## src/rtl/alu_controller.sv

```systemverilog
// rtl/alu_controller.sv - multi-cycle RV32I ALU-class control unit driving an external combinational alu
//
// Optional feature macro: ALU_CONTROLLER_BRANCH_EN
//   When defined, BEQ/BNE (opcode 0x63) are supported.
//   When undefined, 0x63 is illegal and branch_taken/branch_offset are tied 0.
//
// Ports:
//   clk, rst                  rising-edge clock, synchronous active-high reset
//   instr_valid/instr_ready   instruction handshake; instr sampled on acceptance
//   rs1_addr, rs2_addr        register file read addresses (driven during DECODE)
//   rs1_data, rs2_data        asynchronous register file read data
//   alu_control, alu_a, alu_b registered alu controls/operands (valid during EXECUTE)
//   alu_result, alu_overflow, alu_zero, alu_equal   alu outputs
//   rd_we, rd_addr, rd_data   write-back (one-cycle pulse in WRITEBACK)
//   done, illegal, overflow_flag                    end-of-instruction status
//   branch_taken, branch_offset                     branch decision
//
// alu_control encoding:
//   0 reserved (alu result 0), 1 ADD, 2 SUB, 3 AND, 4 OR, 5 XOR,
//   6 SLL, 7 SRL, 8 SRA, 9 SLT, 10 SLTU

module alu_controller #(
    parameter int N = 32
) (
    input  logic         clk,
    input  logic         rst,
    input  logic         instr_valid,
    output logic         instr_ready,
    input  logic [31:0]  instr,
    output logic [4:0]   rs1_addr,
    output logic [4:0]   rs2_addr,
    input  logic [N-1:0] rs1_data,
    input  logic [N-1:0] rs2_data,
    output logic [3:0]   alu_control,
    output logic [N-1:0] alu_a,
    output logic [N-1:0] alu_b,
    input  logic [N-1:0] alu_result,
    input  logic         alu_overflow,
    input  logic         alu_zero,
    input  logic         alu_equal,
    output logic         rd_we,
    output logic [4:0]   rd_addr,
    output logic [N-1:0] rd_data,
    output logic         done,
    output logic         illegal,
    output logic         overflow_flag,
    output logic         branch_taken,
    output logic [N-1:0] branch_offset
);

    localparam logic [3:0] ALU_NONE = 4'd0;
    localparam logic [3:0] ALU_ADD  = 4'd1;
    localparam logic [3:0] ALU_SUB  = 4'd2;
    localparam logic [3:0] ALU_AND  = 4'd3;
    localparam logic [3:0] ALU_OR   = 4'd4;
    localparam logic [3:0] ALU_XOR  = 4'd5;
    localparam logic [3:0] ALU_SLL  = 4'd6;
    localparam logic [3:0] ALU_SRL  = 4'd7;
    localparam logic [3:0] ALU_SRA  = 4'd8;
    localparam logic [3:0] ALU_SLT  = 4'd9;
    localparam logic [3:0] ALU_SLTU = 4'd10;

    localparam logic [6:0] OPC_REG    = 7'h33;
    localparam logic [6:0] OPC_IMM    = 7'h13;
`ifdef ALU_CONTROLLER_BRANCH_EN
    localparam logic [6:0] OPC_BRANCH = 7'h63;
`endif

    typedef enum logic [1:0] {
        IDLE      = 2'd0,
        DECODE    = 2'd1,
        EXECUTE   = 2'd2,
        WRITEBACK = 2'd3
    } state_t;

    state_t      state;
    logic [31:0] instr_q;

    // Fields of the latched instruction
    logic [6:0] opcode;
    logic [2:0] funct3;
    logic [6:0] funct7;
    assign opcode = instr_q[6:0];
    assign funct3 = instr_q[14:12];
    assign funct7 = instr_q[31:25];

    // Register file is only addressed while decoding; 0 otherwise
    assign rs1_addr = (state == DECODE) ? instr_q[19:15] : 5'd0;
    assign rs2_addr = (state == DECODE) ? instr_q[24:20] : 5'd0;

    logic [N-1:0] imm_i;
    logic [N-1:0] shamt;
    assign imm_i = {{(N-12){instr_q[31]}}, instr_q[31:20]};
    assign shamt = {{(N-5){1'b0}}, instr_q[24:20]};

    // Registered between DECODE and WRITEBACK
    logic       ill_q;
    logic       wr_q;
    logic [4:0] rd_q;

    // alu_zero is not needed: equality comes from alu_equal
    logic unused_inputs;
    assign unused_inputs = alu_zero ^ alu_equal;

    // ---------------------------------------------------------------
    // Decode of the latched instruction (used during DECODE)
    // ---------------------------------------------------------------
    logic [3:0]   dec_op;
    logic         dec_legal;
    logic [N-1:0] dec_b;
    logic         dec_writes_rd;
`ifdef ALU_CONTROLLER_BRANCH_EN
    logic         dec_branch;
`endif

    always_comb begin
        dec_op        = ALU_NONE;
        dec_legal     = 1'b0;
        dec_b         = '0;
        dec_writes_rd = 1'b0;
`ifdef ALU_CONTROLLER_BRANCH_EN
        dec_branch    = 1'b0;
`endif
        case (opcode)
            OPC_REG: begin
                dec_b         = rs2_data;
                dec_writes_rd = 1'b1;
                if (funct7 == 7'h00) begin
                    dec_legal = 1'b1;
                    case (funct3)
                        3'b000:  dec_op = ALU_ADD;
                        3'b001:  dec_op = ALU_SLL;
                        3'b010:  dec_op = ALU_SLT;
                        3'b011:  dec_op = ALU_SLTU;
                        3'b100:  dec_op = ALU_XOR;
                        3'b101:  dec_op = ALU_SRL;
                        3'b110:  dec_op = ALU_OR;
                        default: dec_op = ALU_AND;
                    endcase
                end else if (funct7 == 7'h20) begin
                    // Only SUB and SRA use the alternate funct7
                    if (funct3 == 3'b000) begin
                        dec_legal = 1'b1;
                        dec_op    = ALU_SUB;
                    end else if (funct3 == 3'b101) begin
                        dec_legal = 1'b1;
                        dec_op    = ALU_SRA;
                    end
                end
            end
            OPC_IMM: begin
                dec_b         = imm_i;
                dec_writes_rd = 1'b1;
                case (funct3)
                    3'b000: begin dec_legal = 1'b1; dec_op = ALU_ADD;  end
                    3'b010: begin dec_legal = 1'b1; dec_op = ALU_SLT;  end
                    3'b011: begin dec_legal = 1'b1; dec_op = ALU_SLTU; end
                    3'b100: begin dec_legal = 1'b1; dec_op = ALU_XOR;  end
                    3'b110: begin dec_legal = 1'b1; dec_op = ALU_OR;   end
                    3'b111: begin dec_legal = 1'b1; dec_op = ALU_AND;  end
                    3'b001: begin
                        // Shift-immediates take a zero-extended 5-bit amount;
                        // the upper immediate bits act as funct7
                        dec_b = shamt;
                        if (funct7 == 7'h00) begin
                            dec_legal = 1'b1;
                            dec_op    = ALU_SLL;
                        end
                    end
                    default: begin
                        dec_b = shamt;
                        if (funct7 == 7'h00) begin
                            dec_legal = 1'b1;
                            dec_op    = ALU_SRL;
                        end else if (funct7 == 7'h20) begin
                            dec_legal = 1'b1;
                            dec_op    = ALU_SRA;
                        end
                    end
                endcase
            end
`ifdef ALU_CONTROLLER_BRANCH_EN
            OPC_BRANCH: begin
                // BEQ/BNE compare via subtraction and the alu equality flag
                if (funct3 == 3'b000 || funct3 == 3'b001) begin
                    dec_legal  = 1'b1;
                    dec_op     = ALU_SUB;
                    dec_b      = rs2_data;
                    dec_branch = 1'b1;
                end
            end
`endif
            default: ;
        endcase

        // An illegal instruction still walks the pipeline but drives nothing
        if (!dec_legal) begin
            dec_op        = ALU_NONE;
            dec_b         = '0;
            dec_writes_rd = 1'b0;
`ifdef ALU_CONTROLLER_BRANCH_EN
            dec_branch    = 1'b0;
`endif
        end
    end

`ifdef ALU_CONTROLLER_BRANCH_EN
    logic         br_q;
    logic         bne_q;
    logic [N-1:0] boff_q;
    logic [N-1:0] imm_b;
    assign imm_b = {{(N-13){instr_q[31]}}, instr_q[31], instr_q[7],
                    instr_q[30:25], instr_q[11:8], 1'b0};
`else
    assign branch_taken  = 1'b0;
    assign branch_offset = '0;
`endif

    // ---------------------------------------------------------------
    // Control FSM with registered outputs
    // ---------------------------------------------------------------
    always_ff @(posedge clk) begin
        if (rst) begin
            state         <= IDLE;
            instr_q       <= '0;
            instr_ready   <= 1'b1;
            alu_control   <= ALU_NONE;
            alu_a         <= '0;
            alu_b         <= '0;
            rd_we         <= 1'b0;
            rd_addr       <= '0;
            rd_data       <= '0;
            done          <= 1'b0;
            illegal       <= 1'b0;
            overflow_flag <= 1'b0;
            ill_q         <= 1'b0;
            wr_q          <= 1'b0;
            rd_q          <= '0;
`ifdef ALU_CONTROLLER_BRANCH_EN
            branch_taken  <= 1'b0;
            branch_offset <= '0;
            br_q          <= 1'b0;
            bne_q         <= 1'b0;
            boff_q        <= '0;
`endif
        end else begin
            case (state)
                IDLE: begin
                    if (instr_valid && instr_ready) begin
                        instr_q     <= instr;
                        instr_ready <= 1'b0;
                        state       <= DECODE;
                    end
                end
                DECODE: begin
                    alu_control <= dec_op;
                    alu_a       <= dec_legal ? rs1_data : '0;
                    alu_b       <= dec_b;
                    ill_q       <= !dec_legal;
                    wr_q        <= dec_writes_rd;
                    rd_q        <= instr_q[11:7];
`ifdef ALU_CONTROLLER_BRANCH_EN
                    br_q        <= dec_branch;
                    bne_q       <= funct3[0];
                    boff_q      <= dec_branch ? imm_b : '0;
`endif
                    state       <= EXECUTE;
                end
                EXECUTE: begin
                    done          <= 1'b1;
                    illegal       <= ill_q;
                    rd_we         <= wr_q && (rd_q != 5'd0);
                    rd_addr       <= wr_q ? rd_q : 5'd0;
                    rd_data       <= wr_q ? alu_result : '0;
                    overflow_flag <= ill_q ? 1'b0 : alu_overflow;
`ifdef ALU_CONTROLLER_BRANCH_EN
                    branch_taken  <= br_q && (alu_equal ^ bne_q);
                    branch_offset <= boff_q;
`endif
                    alu_control   <= ALU_NONE;
                    alu_a         <= '0;
                    alu_b         <= '0;
                    state         <= WRITEBACK;
                end
                default: begin
                    done          <= 1'b0;
                    illegal       <= 1'b0;
                    rd_we         <= 1'b0;
                    rd_addr       <= '0;
                    rd_data       <= '0;
                    overflow_flag <= 1'b0;
`ifdef ALU_CONTROLLER_BRANCH_EN
                    branch_taken  <= 1'b0;
                    branch_offset <= '0;
`endif
                    instr_ready   <= 1'b1;
                    state         <= IDLE;
                end
            endcase
        end
    end

endmodule
```

## config.mk

```make
export PLATFORM = sky130hd
export DESIGN_NAME = alu_controller
export DESIGN_NICKNAME = d
export VERILOG_FILES = /design/src/rtl/alu_controller.sv
export SDC_FILE = /design/constraint.sdc
export NUM_CORES = 1
export LEC_CHECK = 0
export ABC_CLOCK_PERIOD_IN_PS = 4200
export BUFFER_PORTS_ARGS = -buffer_cell sky130_fd_sc_hd__clkbuf_2
export CAP_MARGIN = 30
export CORE_MARGIN = 1.5
export CORE_UTILIZATION = 49
export CTS_CLUSTER_SIZE = 14
export DETAILED_ROUTE_END_ITERATION = 10
export PLACE_DENSITY = 0.85
export SLEW_MARGIN = 10
export SYNTH_ARGS = -nofsm -noshare
export SYNTH_HDL_FRONTEND = slang
export SYNTH_SLANG_ARGS = --single-unit
```

## constraint.sdc

```tcl
create_clock -name clk -period 4.2 [get_ports clk]
set_input_delay 0.84 -clock clk [delete_from_list [all_inputs] [get_ports clk]]
set_output_delay 0.84 -clock clk [all_outputs]
set_load 0.005 [all_outputs]
```

==> summary.md <==
| Metric | Value |
|---|---|
| Ant diodes | `0` |
| DRC Markers | `0` |
| Outcome | `finished, final reports clean` |
| Arrival @ worst endpoint | `1.85 ns` |
| CP Max Fanout | `20` |
| Crit. End Element | `output port` |
| Row cnt | `39` |
| Commonest cells in the netlist | `dfxtp_1 (151), nand2_1 (107), a21oi_1 (61)` |
| Post-Synth XOR/XNOR Area | `0%` |
| Achievable Freq | `371.9 MHz` |
| Clk sinks | `151` |
| Starting Density | `50.09%` |
| Vias per cell | `5.128` |
| Initial antenna violation count | `0` |
| Post-synthesis mux area share | `1.757%` |
| Flops & latches, synth | `151` |
| GR Overflow Total | `0` |
| CTS Hold Bufs | `0` |
| IO Pins | `287` |
| Clk root buf | `clkbuf_16` |
| Max VDD drop | `0.3513 mV` |
| Core area | `11370 um^2` |
| Synth Area in Compound Gates | `20.87%` |
| Number of fillers in the final layout | `926` |
| Area fraction in and, or, nand and nor cells after synthesis | `14.72%` |
| Ratio of cells with drive above 1 in the final layout | `33.72%` |
| Longest Clk Path Bufs | `2` |
| Clock-pin slew on the worst setup and hold paths | `0.06 ns` |
| Number of global-route vias before repair | `4812` |
| Final Cycle Share | `64.02%` |
| Maxcap violations | `0` |
| Type of origin of the critical path | `register` |
| Fin area | `7467 um^2` |
| Leading area contributor after synthesis | `dfxtp_1` |
| Layout area overhead | `31.11%` |
| Nets | `995` |
| Die X | `110.8 um` |
| Utilization after layout | `65.68%` |
| Post-synth EDFFs | `0` |
| Final-report setup violation count | `0` |
| Total Die Area | `12280 um^2` |
| CTS tree | `done` |
| H-tree depth reported by CTS | `4` |
| Drt total wl | `14650 um` |
| All-Layer GR Usage | `23.67%` |
| Number of buffers created by CTS | `17` |
| Global route hottest layer | `met2` |
| Pin count of the biggest net entering global routing | `85` |
| Avg WL per Cell | `14.48 um` |
| CP Class | `register to output port` |
| Sequential Area | `3023 um^2` |
| Drt pass-1 iters | `4` |
| Mean Syn Cell Area | `9.055 um^2` |
| Placed Instance Area | `6874 um^2` |
| Post-CTS Setup Bufs | `0` |
| Grt met3 use | `7.654%` |
| Static leakage | `0.003410 uW` |
| Period minus WS final | `2.689 ns` |
| Setup Skew | `0.005639 ns` |
| Multi-input logic area | `2308 um^2` |
| Met1 Use GR | `27.28%` |
| Count of different cell masters after synthesis | `37` |
| PostCTS Resize Cnt | `0` |
| Cells after Synth | `629` |
| Top post-synthesis cells by area | `dfxtp_1 (53%), nand2_1 (7.1%), a22oi_1 (5.8%)` |
| Ys async rst share | `0%` |
| Port bufs | `251` |
| Setup_tns | `0 ns` |
| Post-DP HPWL | `10300 um` |
| Later-pin clock latency in the skew report | `0.42 ns` |
| Top-area cell type share of the netlist area | `53.08%` |
| Gpl congestion | `0.8452` |
| Final Max Slew Viols | `0` |
| Met2 Use GR | `39.75%` |
| YS warnings | `0` |
| Hold slack | `0.4472 ns` |
| Antenna-violating nets left | `0` |
| First-pass GRT wire length | `23300 um` |
| Routed via count | `5190` |
| Sequential fraction of the synthesis area | `53.08%` |
| Main combinational cell family by area after synthesis | `compound AO/OA/AOI/OAI gates` |
| PD cells | `486.7 nW/um^2` |
| RSZ-0062 raised after global routing | `false` |
| Slew @ Worst Pin | `0.8660 ns` |
| Iteration-0 DRC Markers | `450` |
| Max-Slew Margin vs Limit | `42.27%` |
| Primary FF master, synth | `dfxtp_1` |
| Hold Path Class | `register to register` |
| Hold Violations, Final | `0` |
| Adder-cell share of the synthesized area | `0.8787%` |
| Die Span Y | `110.8 um` |
| Mapped Area | `5695 um^2` |
| CP required | `3.36 ns` |
| Top-count cell post-synth | `dfxtp_1` |
[logic make-up after synthesis]
family / count (synthesis)
adders and majority gates: 4
muxes: 10
other: 1
DFF: 151
and+or+nand+nor: 193
AOI/OAI and AO/OA: 185
buffers and inverters: 85
[layer usage]
| metal | up-vias | wire length, um |
|---|---|---|
| li1 | 2566 | - |
| met1 | 2383 | 5859 |
| met2 | 212 | 7138 |
| met3 | 29 | 1222 |
| met4 | 0 | 433 |
| met5 | - | 0 |
[layout by cell type, fill, tap and decap left out, types with 3 or more instances in the layout]
master	n
conb_1	33
and2_1	12
clkbuf_8	5
nor2_1	50
nand2_1	107
o21ai_0	37
ha_1	4
nor2b_1	4
mux2i_1	10
inv_1	4
nand3_1	4
a22oi_1	44
a22o_1	32
buf_4	5
dfxtp_1	151
clkbuf_16	17
clkbuf_2	251
clkinv_2	3
a21oi_1	61
[worst max-delay path, cell delays in order (launching register included)]
cell,delay (ns)
dfxtp_1,0.34
inv_1,0.09
ha_1,0.65
and2_1,0.24
clkbuf_2,0.11
[final cells by class]
type                       instances  area share, %
clock buffer                      24          6.719
clock inverter                     7          1.223
inverter                           4         0.2011
multi-input combinational        425          30.91
sequential                       151          40.48
tap                              143          2.396
timing repair buffer             258          18.06
[sequential cells by signal, summed over array words and instances (netlist names)]
signal         cells
rd_addr            5
done               1
rd_q               5
alu_control        4
alu_a             32
overflow_flag      1
rd_data           32
wr_q               1
illegal            1
alu_b             32
instr_q           32
rd_we              1
instr_ready        1
ill_q              1
state              2
[path summary, 6_finish.rpt]
path	start	to	slack [ns]	cells past startpoint
setup / recovery	state[1]	rs2_addr[0]	1.51	4
hold / removal	instr_q[17]	instr_q[17]	0.45	2
setup reg to reg	instr_q[31]	alu_b[25]	1.74	5
hold reg to reg	instr_q[17]	instr_q[17]	0.45	2
[metrics by stage]
stage / std cells / total power [uW] / setup WS (ns)
2_1_floorplan: 661 / 1983 / 2.106
3_3_place_gp: 979 / 2123 / 1.544
3_5_place_dp: 981 / 2151 / 1.759
4_1_cts: 1012 / 3660 / 1.450
5_1_grt: 1012 / 3792 / 1.352
6_report: 1012 / 3634 / 1.511
[power breakdown]
part / internal (uW) / total (uW) / switching (uW)
sequential: 1490 / 1540 / 49.2
clock: 949 / 1510 / 563
combinational: 201 / 578 / 377
No activity file was read; power rests on OpenSTA's default activity.
